**src/rtl/sequenciador_instrucao.sv**
```systemverilog
// Instruction sequencer: fetch/decode/execute control FSM with multi-cycle ALU handshake and memory-clear sweep.
// Define SEQ_ALU_TIMEOUT_EN to enable the WAIT_ALU watchdog that sets the sticky Erro flag.
module sequenciador_instrucao #(
   parameter int PC_W      = 4,
   parameter int CLR_DEPTH = 16,
   parameter int TIMEOUT   = 64
) (
   input  logic                         Clock,
   input  logic                         Reset,
   input  logic                         Start,
   input  logic [15:0]                  InstrData,
   input  logic                         AluDone,
   output logic [PC_W-1:0]              InstrAddr,
   output logic                         IrLoad,
   output logic [2:0]                   OpCode,
   output logic                         AluStart,
   output logic                         RegWrStrobe,
   output logic                         MemStrobe,
   output logic [$clog2(CLR_DEPTH)-1:0] ClearAddr,
   output logic                         ClearWe,
   output logic                         Busy,
   output logic                         Halted,
   output logic                         Erro
);

   localparam int CA_W = $clog2(CLR_DEPTH);
   localparam logic [CA_W-1:0] CLR_LAST = CA_W'(CLR_DEPTH - 1);

   localparam logic [2:0] OP_ADD   = 3'b000;
   localparam logic [2:0] OP_SUB   = 3'b001;
   localparam logic [2:0] OP_DIV   = 3'b010;
   localparam logic [2:0] OP_MUL   = 3'b011;
   localparam logic [2:0] OP_CLEAR = 3'b100;
   localparam logic [2:0] OP_STOP  = 3'b101;
   localparam logic [2:0] OP_READ  = 3'b110;
   localparam logic [2:0] OP_WRITE = 3'b111;

   typedef enum logic [3:0] {
      IDLE     = 4'd0,
      FETCH    = 4'd1,
      DECODE   = 4'd2,
      EXEC     = 4'd3,
      WAIT_ALU = 4'd4,
      MEM      = 4'd5,
      CLEAR    = 4'd6,
      WB       = 4'd7,
      HALT     = 4'd8
   } state_t;

   state_t state;

   // Only the opcode field of the instruction word matters to the sequencer.
   logic [12:0] unused_instr_bits;
   assign unused_instr_bits = InstrData[12:0];

`ifdef SEQ_ALU_TIMEOUT_EN
   localparam int TO_W = $clog2(TIMEOUT + 1);
   localparam logic [TO_W-1:0] TO_LAST = TO_W'(TIMEOUT - 1);
   logic [TO_W-1:0] wait_cnt;
`else
   logic unused_timeout;
   assign unused_timeout = (TIMEOUT > 0);
`endif

   // Sequencer FSM; each strobe is registered and set on the edge that enters its owning state.
   always_ff @(posedge Clock) begin
      if (Reset) begin
         state       <= IDLE;
         InstrAddr   <= '0;
         OpCode      <= 3'b000;
         ClearAddr   <= '0;
         IrLoad      <= 1'b0;
         AluStart    <= 1'b0;
         RegWrStrobe <= 1'b0;
         MemStrobe   <= 1'b0;
         ClearWe     <= 1'b0;
         Busy        <= 1'b0;
         Halted      <= 1'b0;
         Erro        <= 1'b0;
`ifdef SEQ_ALU_TIMEOUT_EN
         wait_cnt    <= '0;
`endif
      end else begin
         IrLoad      <= 1'b0;
         AluStart    <= 1'b0;
         RegWrStrobe <= 1'b0;
         MemStrobe   <= 1'b0;
         ClearWe     <= 1'b0;
         case (state)
            IDLE, HALT: begin
               if (Start) begin
                  state     <= FETCH;
                  InstrAddr <= '0;
                  IrLoad    <= 1'b1;
                  Busy      <= 1'b1;
                  Halted    <= 1'b0;
               end
            end
            FETCH: begin
               OpCode <= InstrData[15:13];
               state  <= DECODE;
            end
            DECODE: begin
               InstrAddr <= InstrAddr + PC_W'(1);
               case (OpCode)
                  OP_ADD, OP_SUB: begin
                     state <= EXEC;
                  end
                  OP_DIV, OP_MUL: begin
                     state    <= EXEC;
                     AluStart <= 1'b1;
                  end
                  OP_READ, OP_WRITE: begin
                     state     <= MEM;
                     MemStrobe <= 1'b1;
                  end
                  OP_CLEAR: begin
                     state     <= CLEAR;
                     ClearWe   <= 1'b1;
                     ClearAddr <= '0;
                  end
                  OP_STOP: begin
                     state  <= HALT;
                     Busy   <= 1'b0;
                     Halted <= 1'b1;
                  end
                  default: begin
                     state <= IDLE;
                     Busy  <= 1'b0;
                  end
               endcase
            end
            EXEC: begin
               if (OpCode == OP_DIV || OpCode == OP_MUL) begin
                  state <= WAIT_ALU;
`ifdef SEQ_ALU_TIMEOUT_EN
                  wait_cnt <= '0;
`endif
               end else begin
                  state       <= WB;
                  RegWrStrobe <= 1'b1;
               end
            end
            WAIT_ALU: begin
               // AluDone wins over a watchdog expiry in the same cycle.
               if (AluDone) begin
                  state       <= WB;
                  RegWrStrobe <= 1'b1;
               end
`ifdef SEQ_ALU_TIMEOUT_EN
               else if (wait_cnt == TO_LAST) begin
                  state  <= HALT;
                  Erro   <= 1'b1;
                  Busy   <= 1'b0;
                  Halted <= 1'b1;
               end else begin
                  wait_cnt <= wait_cnt + TO_W'(1);
               end
`endif
            end
            MEM: begin
               if (OpCode == OP_WRITE) begin
                  state  <= FETCH;
                  IrLoad <= 1'b1;
               end else begin
                  state       <= WB;
                  RegWrStrobe <= 1'b1;
               end
            end
            CLEAR: begin
               if (ClearAddr == CLR_LAST) begin
                  state     <= FETCH;
                  ClearAddr <= '0;
                  IrLoad    <= 1'b1;
               end else begin
                  ClearAddr <= ClearAddr + CA_W'(1);
                  ClearWe   <= 1'b1;
               end
            end
            WB: begin
               state  <= FETCH;
               IrLoad <= 1'b1;
            end
            default: begin
               state  <= IDLE;
               Busy   <= 1'b0;
               Halted <= 1'b0;
            end
         endcase
      end
   end

endmodule
```
**config.mk**
```make
export PLATFORM = sky130hd
export DESIGN_NAME = sequenciador_instrucao
export DESIGN_NICKNAME = d
export VERILOG_FILES = /design/src/rtl/sequenciador_instrucao.sv
export SDC_FILE = /design/constraint.sdc
export NUM_CORES = 1
export LEC_CHECK = 0
export ABC_AREA = 1
export BUFFER_PORTS_ARGS = -buffer_cell sky130_fd_sc_hd__buf_2
export CAP_MARGIN = 0
export CELL_PAD_IN_SITES_DETAIL_PLACEMENT = 0
export CELL_PAD_IN_SITES_GLOBAL_PLACEMENT = 1
export CORE_ASPECT_RATIO = 1.5
export CORE_MARGIN = 5
export CORE_UTILIZATION = 35
export DETAILED_ROUTE_END_ITERATION = 8
export PLACE_DENSITY = 0.85
export SLEW_MARGIN = 5
export SYNTH_ARGS = -nofsm -noshare
export SYNTH_HDL_FRONTEND = slang
export SYNTH_SLANG_ARGS = --single-unit
```
**constraint.sdc**
```tcl
create_clock -name Clock -period 2.3 [get_ports Clock]
set_input_delay 0.23 -clock Clock [delete_from_list [all_inputs] [get_ports Clock]]
set_output_delay 0.23 -clock Clock [all_outputs]
set_load 0.02 [all_outputs]
```
==> results.toml <==
[outcome]
status = "finished clean"

[global_routing]
grt_pass1_vias = 1012
grt_start_max_net_pins = 15
grt_overflow = 0
track_usage = 0.132
grt_pass1_wl_um = 4250
antenna_found_initial = 0

[finish]
final_cell_mix = "36 x nand2_1, 24 x buf_2, 22 x dfxtp_1"
final_nets = 201
utilization = 0.434
diodes = 0
layout_commonest_cell = "nand2_1"
fillers = 333
multi_input_area_um2 = 528
area.sequential_um2 = 440
drive_gt1_frac = 0.180
syn_to_final_growth_pct = 19.4

[synthesis]
synthAdderAreaFrac = 0.0236
ys_seq_elements = 22
synth.avg_cell_area_um2 = 6.92
synth_xor_area_frac = 0.0165
yosys.cell_types.count = 22
synth_top_family_by_area = "simple AND/OR/NAND/NOR gates"
syn-num-nets = 175
syn_area_mm2 = 0.00106
synthMuxAreaShare = 0
yosys-top-cells-area = "dfxtp_1 42%, nand2_1 13%, a21oi_1 9.0%, inv_1 6.4%, o21ai_0 5.7%"
yosysTopAreaCell = "dfxtp_1"
yosys.area_share.simple = 0.272
ys_warn_count = 0
synth_cells = 153
synth_compound_area_frac = 0.183
synth.top_cell.area_share = 0.416
yosysSeqAreaShare = 0.416

[floorplan]
fp.dieH_um = 77.4
dieArea_mm2 = 0.00425
die_x_um = 54.9
coreArea_mm2 = 0.00291
num_rows = 24
start_util = 0.363
ioPinCount = 39

[timing]
final-hold-violation-count = 0
hold_slack_ps = 250
tns_ps = 0
skew_ps = 2.06
fmax_mhz = 644
rsz0062_at_grt = "false"
finalCriticalPeriod_ps = 1550
drv_slew = 0
fin_ws_ps = 747
setup_viol = 0
finalCritPeriodShare = 0.675

[cts]
cts_tree = "built"
hold_buffers = 0
clk_pin_slew_ps = 80
post-cts-setup-buffers = 0
htree_levels = 1
post_cts_resized = 0
cts_root_buf = "clkbuf_8"
clock_sinks = 22
cts_buffers = 3
cts_buffer_depth = 2
clock_latency_ps = 270

[placement]
pre_cts_ws_ps = 809
dp_hpwl_um = 2040
gp_congestion = 0.867
numPortBuffers = 24

[worst_hold_path]
hp-class = "primary input to flip-flop"
min_path_cells = 3

[power_and_ir_drop]
vdd_drop_max_v = 0.000421
leakagePower_uw = 0.000621
power_uw = 1270
comb_power_share = 0.378
pwr-share-clk = 0.222
p_int_uw = 742
netSwitchingPower_uw = 528
sw_frac_of_total = 0.416
powerDensity_mw_per_mm2 = 1010
pwr-share-seq = 0.400

[routing]
vias_per_cell = 4.93
dr.first_iter.drc_count = 29
wl_per_cell_um = 11.7
drtAntennaViolNets = 0
dr_total_vias = 1070
drc = 0
first_pass_iters = 4
wirelength_um = 2530

[worst_setup_path]
ff2ff_path_depth = 7
path_cells = "inv_2, nand2_1, nor2_2, o21ai_0, nand3_1, nand2_1, a21oi_1"
worstPathArrival_ps = 1750
crit_path_max_incr_delay_ps = 370
r2r-end = "Busy$_SDFFE_PP0P_"
crit_buf_inv = 1
crit_path_end = "Busy$_SDFFE_PP0P_"
reg2reg_slack_ps = 750
cp.required_ps = 2500
end_kind = "flip-flop"
critical-path-top-delay-family = "simple AND/OR/NAND/NOR gates"
worstSetupPathType = "flip-flop to flip-flop"
critPathSlowestCell = "nor2_2"
startpoint = "state[2]$_SDFFE_PP0P_"
rr_startpoint = "state[2]$_SDFFE_PP0P_"
cp_common_cell = "nand2_1"
worstSetupStartpointType = "flip-flop"
worstPathMaxFanout = 12
path_depth = 7

[run]
maxCapViolations = 0
==> area by class of cell <==
type,instances,share of cell area
clock buffers,4,0.0436
inverters,19,0.0564
multi-input cells,109,0.418
flip-flops and latches,22,0.349
well taps,39,0.0386
repair buffers,24,0.0950
==> state kept, by name, indices dropped and copies added (netlist names) <==
name / count
RegWrStrobe: 1
Busy: 1
Halted: 1
OpCode: 3
state: 4
InstrAddr: 4
MemStrobe: 1
IrLoad: 1
ClearWe: 1
ClearAddr: 4
AluStart: 1
==> worst min path at each step <==
stage | from | to
floorplan | Reset | ClearAddr[3]$_SDFFE_PP0P_
global placement | Busy$_SDFFE_PP0P_ | Busy$_SDFFE_PP0P_
detailed placement | Busy$_SDFFE_PP0P_ | Busy$_SDFFE_PP0P_
CTS | InstrData[13] | OpCode[0]$_SDFFE_PP0P_
global route | InstrData[13] | OpCode[0]$_SDFFE_PP0P_
finish | InstrData[13] | OpCode[0]$_SDFFE_PP0P_
==> per-layer routing <==
metal	GRT usage	wire, um
met1	0.143	1020
met2	0.232	1310
met3	0.0249	141
met4	0.0657	65
met5	0	0
==> synthesized netlist by cell type <==
| master | n |
|---|---|
| clkbuf_1 | 1 |
| a21oi_1 | 19 |
| a31o_2 | 1 |
| nand3_1 | 9 |
| o2111ai_1 | 1 |
| nand2_1 | 36 |
| xor2_1 | 2 |
| nand4_1 | 4 |
| o21ai_0 | 12 |
| inv_1 | 18 |
| o21bai_1 | 1 |
| nor2_2 | 1 |
| buf_4 | 2 |
| o21a_1 | 1 |
| nor2_4 | 1 |
| dfxtp_1 | 22 |
| inv_2 | 1 |
| ha_1 | 2 |
| nor2_1 | 16 |
| conb_1 | 1 |
| nor3_1 | 1 |
| o22ai_1 | 1 |
==> power by group through the flow <==
stage / sequential [uW] / clock, uW / combinational [uW]
after detailed placement: 517 / 0 / 479
final: 508 / 282 / 480
after CTS: 508 / 289 / 482
after floorplan: 557 / 0 / 311
after global routing: 519 / 311 / 541
after global placement: 515 / 0 / 477
==> through the flow <==
| step | cell area (um2) | cells |
|---|---|---|
| after floorplan | 1060 | 153 |
| after global placement | 1210 | 213 |
| after detailed placement | 1210 | 213 |
| after CTS | 1260 | 217 |
| after global routing | 1260 | 217 |
| final | 1260 | 217 |
==> worst reg2reg max path: stages (launching register included) <==
cell and delay (ps):
dfxtp_1 360, inv_2 110, nand2_1 90, nor2_2 370, o21ai_0 230, nand3_1 150
nand2_1 60, a21oi_1 120
==> cells by family (layout without fill, tap and decap cells) <==
kind of cell,Yosys count,count (layout)
and+or+nand+nor,68,68
AOI/OAI and AO/OA,36,36
xor gates and xnor gates,2,2
DFF,22,22
adders and majority gates,2,2
other,1,1
buffers and inverters,22,47
Note: power is estimated with default switching activity, not from simulation.
